## config.mk

```make
export PLATFORM = sky130hd
export DESIGN_NAME = pipe_hazard_ctrl
export DESIGN_NICKNAME = d
export VERILOG_FILES = /design/src/rtl/pipe_hazard_ctrl.sv
export SDC_FILE = /design/constraint.sdc
export NUM_CORES = 1
export LEC_CHECK = 0
export CAP_MARGIN = 20
export CORE_ASPECT_RATIO = 1.5
export CORE_UTILIZATION = 29
export CTS_BUF_LIST = sky130_fd_sc_hd__clkbuf_4 sky130_fd_sc_hd__clkbuf_8 sky130_fd_sc_hd__clkbuf_16
export DETAILED_ROUTE_END_ITERATION = 10
export GPL_TIMING_DRIVEN = 0
export PLACE_DENSITY = 0.83
export SYNTH_ARGS = -nofsm -noshare
export SYNTH_HDL_FRONTEND = slang
export SYNTH_SLANG_ARGS = --single-unit
```

## constraint.sdc

```tcl
create_clock -name clk -period 1.9 [get_ports clk]
set_input_delay 0.38 -clock clk [delete_from_list [all_inputs] [get_ports clk]]
set_output_delay 0.38 -clock clk [all_outputs]
set_load 0.01 [all_outputs]
```

## src/rtl/pipe_hazard_ctrl.sv

```systemverilog
// Pipeline hazard controller: stall/flush to per-register hold and bubble controls.
// Optional performance counters are built when PIPE_HAZARD_CTRL_PERF_EN is defined.
module pipe_hazard_ctrl #(
    parameter int NSTAGE  = 5,
    parameter int IF_HOLD = 2,
    parameter int SW      = $clog2(NSTAGE)
) (
    input  logic              clk,
    input  logic              rst,
    input  logic              rdy,
    input  logic [NSTAGE-1:0] stall_req,
    input  logic              flush_req,
    input  logic [SW-1:0]     flush_upto,
    input  logic              if_busy,
    output logic [NSTAGE-1:0] hold_o,
    output logic [NSTAGE-1:0] bubble_o,
    output logic              if_discard_o,
    output logic              redirect_o,
    output logic [31:0]       stall_cycles_o,
    output logic [31:0]       flush_count_o
);

    localparam int CW = (IF_HOLD > 0) ? $clog2(IF_HOLD + 1) : 1;

    typedef enum logic [1:0] {
        IDLE     = 2'd0,
        DRAIN    = 2'd1,
        REDIRECT = 2'd2
    } state_t;

    state_t          state;
    logic [CW-1:0]   cnt;
    logic [NSTAGE-1:0] hold_base;
    logic [NSTAGE-1:0] hold_pre;
    logic [NSTAGE-1:0] bub_pre;
    logic [SW-1:0]   upto_eff;
    logic            flush_start;

    assign upto_eff     = (flush_upto == '0) ? SW'(1) : flush_upto;
    assign flush_start  = rdy && flush_req && (state == IDLE);
    assign if_discard_o = (state == DRAIN);
    assign redirect_o   = rdy && (state == REDIRECT);

    always_comb begin
        hold_base = '0;
        for (int k = 0; k < NSTAGE; k++)
            hold_base[k] = |(stall_req >> k);

        hold_pre = hold_base;
        if (cnt != '0 || state == DRAIN)
            hold_pre[0] = 1'b1;
        if (state == REDIRECT)
            hold_pre[0] = 1'b0;

        bub_pre = '0;
        for (int k = 1; k < NSTAGE; k++)
            bub_pre[k] = hold_pre[k-1] & ~hold_pre[k];

        if (rdy) begin
            hold_o   = hold_pre;
            bubble_o = bub_pre;
            // Flush overrides stall on registers 1..flush_upto in every state.
            if (flush_req) begin
                for (int k = 1; k < NSTAGE; k++) begin
                    if (k <= int'(upto_eff)) begin
                        hold_o[k]   = 1'b0;
                        bubble_o[k] = 1'b1;
                    end
                end
            end
        end else begin
            hold_o   = '1;
            bubble_o = '0;
        end
    end

    always_ff @(posedge clk) begin
        if (rst) begin
            state <= IDLE;
            cnt   <= '0;
        end else if (rdy) begin
            case (state)
                IDLE:     if (flush_req) state <= if_busy ? DRAIN : REDIRECT;
                DRAIN:    if (!if_busy)  state <= REDIRECT;
                REDIRECT: state <= IDLE;
                default:  state <= IDLE;
            endcase

            // The window only reloads from a plain stall, never while a flush is in progress.
            if (state == REDIRECT)
                cnt <= '0;
            else if (state == IDLE && !flush_req && stall_req[0])
                cnt <= CW'(IF_HOLD);
            else if (cnt != '0)
                cnt <= cnt - CW'(1);
        end
    end

`ifdef PIPE_HAZARD_CTRL_PERF_EN
    logic [31:0] stall_cnt;
    logic [31:0] flush_cnt;

    always_ff @(posedge clk) begin
        if (rst) begin
            stall_cnt <= '0;
            flush_cnt <= '0;
        end else begin
            if (rdy && hold_o[0])
                stall_cnt <= stall_cnt + 32'd1;
            if (flush_start)
                flush_cnt <= flush_cnt + 32'd1;
        end
    end

    assign stall_cycles_o = stall_cnt;
    assign flush_count_o  = flush_cnt;
`else
    assign stall_cycles_o = '0;
    assign flush_count_o  = '0;
`endif

endmodule
```

==> results of run 1 <==
==> flip-flops by register name, summed over array words and instances (netlist names) <==
register	flops
state	2
cnt	2
==> placed cells by master, fill, tap and decap left out, types with 2 or more instances in the layout <==
cell / n
conb_1: 65
inv_1: 2
clkbuf_8: 3
inv_2: 4
dlygate4sd2_1: 8
dfxtp_2: 2
nor2_1: 10
nor3_1: 2
a21oi_1: 10
nor2_2: 2
clkdlybuf4s15_2: 2
nand2_1: 7
clkdlybuf4s50_1: 7
clkbuf_2: 3
buf_4: 65
dfxtp_1: 2
o21ai_0: 3
==> what timing repair did <==
action	CTS	global route
endpoints found under the hold margin	0	0
resized for setup	31	12
pin swaps	0	1
setup endpoints to repair	10	8
==> routing by layer <==
layer	part of all wire	GRT usage	wire [µm]	vias up
li1	-	-	-	450
met1	0.33	0.08466	588	331
met2	0.52	0.2052	936	61
met3	0.16	0.06283	282	0
met4	0	0.02222	0	0
met5	0	0	0	-
==> power breakdown <==
part | switching (mW) | leakage, nW | internal (mW)
sequential | 0.00669 | 0.0336 | 0.0922
combinational | 0.147 | 0.801 | 0.159
clock | 0.0395 | 0.0216 | 0.135
==> layout make-up <==
cell class | count | area (µm²)
Multi-Input combinational cell | 113 | 548.0
Sequential cell | 4 | 82.58
Timing Repair Buffer | 22 | 192.7
Fill cell | 308 | 1448
Clock buffer | 3 | 41.29
Buffer | 66 | 499.2
Tap cell | 39 | 48.80
Inverter | 6 | 22.52
==> path summary, 6_finish.rpt <==
kind	start	to	slack, ns	depth (start not counted)
worst max register to register	cnt[0]$_SDFFE_PP0P_	cnt[1]$_SDFFE_PP0P_	0.57	6
worst min register to register	cnt[0]$_SDFFE_PP0P_	cnt[0]$_SDFFE_PP0P_	0.51	2
worst max-delay path	stall_req[2]	hold_o[0]	0.004	5
worst min-delay path	cnt[0]$_SDFFE_PP0P_	cnt[0]$_SDFFE_PP0P_	0.51	2
==> cell families (layout without fill, tap and decap cells) <==
group           after synthesis  count (layout)  share of synthesized area
buf+inv                      72              97                     0.5991
other cells                   1              65                   0.004306
compound gates               18              18                     0.1250
fa+ha+maj                     2               2                    0.02730
simple gates                 28              28                     0.1523
flops                         4               4                    0.09196
==> worst reg2reg max path, delay by kind of cell, from the launching register on <==
family	cells	cell delay, ns
AOI/OAI and AO/OA	3	0.62
adders and majority gates	1	0.16
buffers and inverters	2	0.11
DFF	1	0.32
==> cells in the mapped netlist <==
library cell / instances
a21oi_1: 11
a22o_1: 1
a32oi_1: 1
buf_4: 65
buf_6: 1
conb_1: 1
dfxtp_1: 4
ha_1: 1
inv_1: 4
inv_2: 2
maj3_2: 1
nand2_1: 7
nand2b_1: 1
nand3b_1: 1
nor2_1: 12
nor2b_1: 1
nor2b_4: 1
nor3_1: 3
nor4_1: 1
o21ai_0: 4
o311ai_2: 1
or3_1: 1
==> metrics by stage <==
| step | setup slack, ns | area [µm²] | instances | utilization | setup TNS [ns] |
|---|---|---|---|---|---|
| after floorplan | 0.4008 | 1111 | 189 | - | 0 |
| after global placement | -0.5838 | 1380 | 250 | 0.4787 | -3.621 |
| after detailed placement | -0.5874 | 1380 | 250 | 0.4787 | -3.642 |
| after CTS | 0.0008764 | 1435 | 253 | 0.4978 | 0 |
| after global routing | -0.04995 | 1435 | 253 | 0.4978 | -0.06686 |
| final | 0.004380 | 1435 | 253 | 0.4978 | 0 |
==> results.py, run 1 <==
metrics = {
    "worst_hold_path": {
        "hp-class": "reg2reg",
    },
    "synthesis": {
        "netlist_area_um2": 870.8,
        "synth_seq_cells": 4,
        "netlist.area_leader.share": 0.5603,
        "yosysSeqAreaShare": 0.09195,
        "yosys_warnings": 0,
        "syn_inst": 125,
        "netlist.top_cell.by_area": "buf_4",
        "synth_area_per_cell_um2": 6.967,
        "yosysUniqueCellTypes": 22,
        "yosys-top-cells-area": "buf_4 56%, dfxtp_1 9.2%, a21oi_1 6.3%",
    },
    "worst_setup_path": {
        "crit_chain": "dlygate4sd2_1 > or3_4 > nor3_2 > a21oi_1 > clkdlybuf4s15_2",
        "worstPathRequired_ns": 1.52,
        "worstSetupPathType": "in2out",
        "cp-start-kind": "input port",
        "crit_fanout": 3,
        "cpLargestDelayFamily": "simple AND/OR/NAND/NOR gates",
        "endpoint_kind": "primary output",
        "slowest_delay_ns": 0.41,
        "crit_buf_inv": 2,
        "arrival_ns": 1.52,
        "slowest_stage": "or3_4",
    },
    "drt": {
        "postRouteAntennaNets": 0,
        "vias": 842,
        "drtIter0Drc": 10,
        "wl_per_cell_um": 7.146,
        "vias_per_cell": 3.328,
        "firstDrtPassIters": 4,
        "drc": 0,
        "drt-total-wl_um": 1808,
    },
    "placement": {
        "dp_hpwl_um": 1558,
        "gp_congestion": 0.7980,
        "portBuffers": 22,
    },
    "finish": {
        "final_nets": 230,
        "area_growth_pct": 64.80,
        "drive_gt1_frac": 0.4252,
        "n_antenna_cell": 0,
    },
    "sta": {
        "min_period_over_period": 0.9977,
        "rsz0062_at_grt": "true",
        "hold_viol_final": 0,
        "hold-worst-slack_ns": 0.5087,
        "skew_ns": 0.001673,
        "setup_violations": 0,
        "period_needed_ns": 1.896,
        "max_freq_ghz": 0.5275,
        "drv_slew": 0,
    },
    "floorplan": {
        "die_h_um": 69.12,
        "die_w_um": 46.74,
        "rows": 24,
        "num_io_pins": 89,
        "initial_utilization": 0.3021,
        "dieArea_um2": 3230,
        "core_area_um2": 2883,
    },
    "pwr": {
        "power.density_nw_per_um2": 403.1,
        "power_mw": 0.5785,
        "leakagePower_nw": 0.8565,
        "max-vdd-ir-drop_v": 0.0004548,
    },
    "clock_tree": {
        "cts-buffers-inserted": 3,
        "cts_tree": "yes",
        "clock_latency_ns": 0.21,
        "clk_path_buf_depth": 2,
        "postCtsHoldBufs": 0,
        "clk_pin_slew_ns": 0.03,
        "ctsHtreeMaxLevel": 1,
        "cts_num_sinks": 4,
        "cts_root_buffer": "clkbuf_8",
        "postCtsSetupBuffers": 0,
    },
    "global_route": {
        "grtUsageTotal": 0.1074,
        "grt_pass1_vias": 705,
        "grt_pass1_wl_um": 2635,
        "antenna_found_initial": 0,
        "grt_max_degree": 10,
        "grt_remaining_overflow": 0,
    },
    "job": {
        "cap_violations": 0,
    },
    "status": {
        "outcome": "finished clean",
    },
}
No activity file was read; power rests on OpenSTA's default activity.
==> run 2: changes to the inputs <==
--- a/config.mk
+++ b/config.mk
@@ -6,8 +6,10 @@
 export NUM_CORES = 1
 export LEC_CHECK = 0
 export CAP_MARGIN = 20
+export CELL_PAD_IN_SITES_DETAIL_PLACEMENT = 2
+export CELL_PAD_IN_SITES_GLOBAL_PLACEMENT = 2
 export CORE_ASPECT_RATIO = 1.5
-export CORE_UTILIZATION = 29
+export CORE_UTILIZATION = 13
 export CTS_BUF_LIST = sky130_fd_sc_hd__clkbuf_4 sky130_fd_sc_hd__clkbuf_8 sky130_fd_sc_hd__clkbuf_16
 export DETAILED_ROUTE_END_ITERATION = 10
 export GPL_TIMING_DRIVEN = 0
==> run 2 against run 1 <==
Largest power group unchanged. Design area grew 5.3%. Worst hold slack improved by 0.021 ns. Highest routed layer is now met4. Clock skew fell by 0.0010 ns. Maximum frequency up 1.8%. Routed wire length up 39%. Global-route usage shrank 3.5 points.
==> results.py, run 2 (synthesized netlist as in run 1, its figures left out) <==
metrics = {
    "sta": {
        "max_freq_ghz": 0.5368,
        "skew_ns": 0.0006486,
        "setup_slack_ns": 0.03719,
        "period_needed_ns": 1.863,
        "rsz0062_at_grt": "true",
        "setup_violations": 0,
        "hold_viol_final": 0,
        "min_period_over_period": 0.9804,
        "drv_slew": 0,
    },
    "pwr": {
        "combPwrFrac": 0.540,
        "power_mw": 0.6047,
        "p_sw_mw": 0.2076,
        "leakagePower_nw": 0.8755,
        "p_int_mw": 0.3971,
        "seqPwrFrac": 0.164,
        "max-vdd-ir-drop_v": 0.0001228,
        "power.density_nw_per_um2": 400.1,
        "p_clk_frac": 0.296,
        "swShare": 0.3433,
    },
    "finish": {
        "final_nets": 232,
        "drive_gt1_frac": 0.4444,
        "area_growth_pct": 73.56,
        "n_antenna_cell": 0,
        "layout_common_cells": "67 x buf_4, 65 x conb_1, 10 x a21oi_1",
        "stdcell_count": 292,
        "final_common_cell": "buf_4",
        "top_regs": "cnt x2, state x2",
    },
    "worst_setup_path": {
        "arrival_ns": 1.48,
        "crit_fanout": 2,
        "reg2reg_to": "cnt[1]$_SDFFE_PP0P_",
        "r2r-start": "cnt[0]$_SDFFE_PP0P_",
        "reg2regPathDepth": 7,
        "cp-start-kind": "input port",
        "worstSetupPathType": "in2out",
        "endpoint_kind": "primary output",
        "worstPathRequired_ns": 1.52,
        "r2r_slack_ns": 0.43,
    },
    "floorplan": {
        "rows": 36,
        "num_io_pins": 89,
        "initial_utilization": 0.1343,
        "die_w_um": 68.83,
        "core_area_um2": 6486,
        "dieArea_um2": 7037,
        "die_h_um": 102.2,
    },
    "job": {
        "cap_violations": 0,
    },
    "status": {
        "outcome": "finished clean",
    },
    "placement": {
        "portBuffers": 22,
        "place_ws_ns": -0.6358,
        "dp_hpwl_um": 2191,
        "dpl.cell_count": 287,
        "gp_congestion": 0.7248,
    },
    "global_route": {
        "grt_pass1_vias": 894,
        "grtUsageTotal": 0.07191,
        "grt_max_degree": 10,
        "antenna_found_initial": 0,
        "grt_remaining_overflow": 0,
        "grt_pass1_wl_um": 3774,
    },
    "clock_tree": {
        "cts-buffers-inserted": 3,
        "clk_pin_slew_ns": 0.03,
        "clk_path_buf_depth": 2,
        "cts_num_sinks": 4,
        "ctsHtreeMaxLevel": 1,
        "cts_tree": "yes",
        "cts_root_buffer": "clkbuf_8",
        "clock_latency_ns": 0.22,
    },
    "worst_hold_path": {
        "hold_depth": 2,
        "hp-class": "reg2reg",
        "hold_end": "cnt[0]$_SDFFE_PP0P_",
        "min-delay-start": "cnt[0]$_SDFFE_PP0P_",
    },
    "drt": {
        "firstDrtPassIters": 3,
        "drc": 0,
        "vias": 942,
        "wl_per_cell_um": 8.606,
        "vias_per_cell": 3.226,
        "drtIter0Drc": 3,
        "postRouteAntennaNets": 0,
        "drt-total-wl_um": 2513,
    },
}
## run 2: worst max path at each step
| stage | start | to | slack (ns) | cells after the start |
|---|---|---|---|---|
| global placement | stall_req[2] | bubble_o[1] | -0.60 | 6 |
| CTS | stall_req[2] | hold_o[1] | -0.003 | 5 |
| floorplan | stall_req[2] | bubble_o[1] | 0.40 | 4 |
| detailed placement | stall_req[2] | bubble_o[1] | -0.64 | 6 |
| global route | cnt[0]$_SDFFE_PP0P_ | bubble_o[1] | -0.006 | 7 |
| finish | flush_upto[1] | bubble_o[3] | 0.04 | 6 |
## run 2: worst max-delay path, cell delays in order
cell	delay, ns
clkdlybuf4s50_1	0.48
a21oi_1	0.07
nor2b_1	0.16
a21oi_1	0.06
nor2_1	0.10
clkdlybuf4s15_2	0.24
## run 2: power groups by stage
stage / logic, mW / registers [mW] / clock network (mW)
final: 0.326 / 0.0994 / 0.179
after global routing: 0.364 / 0.101 / 0.189
after CTS: 0.307 / 0.0989 / 0.185
after detailed placement: 0.299 / 0.0990 / 0
after global placement: 0.295 / 0.0985 / 0
after floorplan: 0.227 / 0.0970 / 0
## run 2: layer usage
layer | part of all wire | vias to the layer above | GRT usage | routed length, µm
met5 | 0 | - | 0 | 0
met4 | 0.0076 | 0 | 0.02355 | 19
met3 | 0.17 | 2 | 0.04353 | 432
met2 | 0.50 | 72 | 0.1342 | 1264
met1 | 0.32 | 413 | 0.06047 | 797
li1 | - | 455 | - | -
## run 2: timing repair
item                       4_1_cts  5_1_grt
gates resized for setup         36       13
hold buffers                     0        0
setup endpoints to repair       10        6
pin swaps                        1        5
setup buffers                    0        2
## run 2: cell type report
type	count	area, µm²
Fill cell	811	4975
Multi-Input combinational cell	113	555.5
Buffer	66	499.2
Timing Repair Buffer	24	214.0
Tap cell	76	95.09
Sequential cell	4	83.83
Clock buffer	3	41.29
Inverter	6	22.52
## run 2: through the flow
stage / hold WS (ns) / area (µm²) / utilization / setup TNS, ns
finish: 0.5301 / 1511 / 0.2330 / 0
global route: 0.5557 / 1511 / 0.2330 / -0.01118
CTS: 0.5627 / 1490 / 0.2297 / -0.002931
detailed placement: 0.5276 / 1426 / 0.2199 / -4.278
global placement: 0.5052 / 1426 / 0.2199 / -3.808
floorplan: 0.4524 / 1111 / - / 0
==> run 3: changes to the inputs <==
--- a/config.mk
+++ b/config.mk
@@ -14,6 +14,7 @@
 export DETAILED_ROUTE_END_ITERATION = 10
 export GPL_TIMING_DRIVEN = 0
 export PLACE_DENSITY = 0.83
+export SLEW_MARGIN = 40
 export SYNTH_ARGS = -nofsm -noshare
 export SYNTH_HDL_FRONTEND = slang
 export SYNTH_SLANG_ARGS = --single-unit
==> results of run 3 <==
Same layout as run 2: the final DEF is identical, and so are final timing and power.
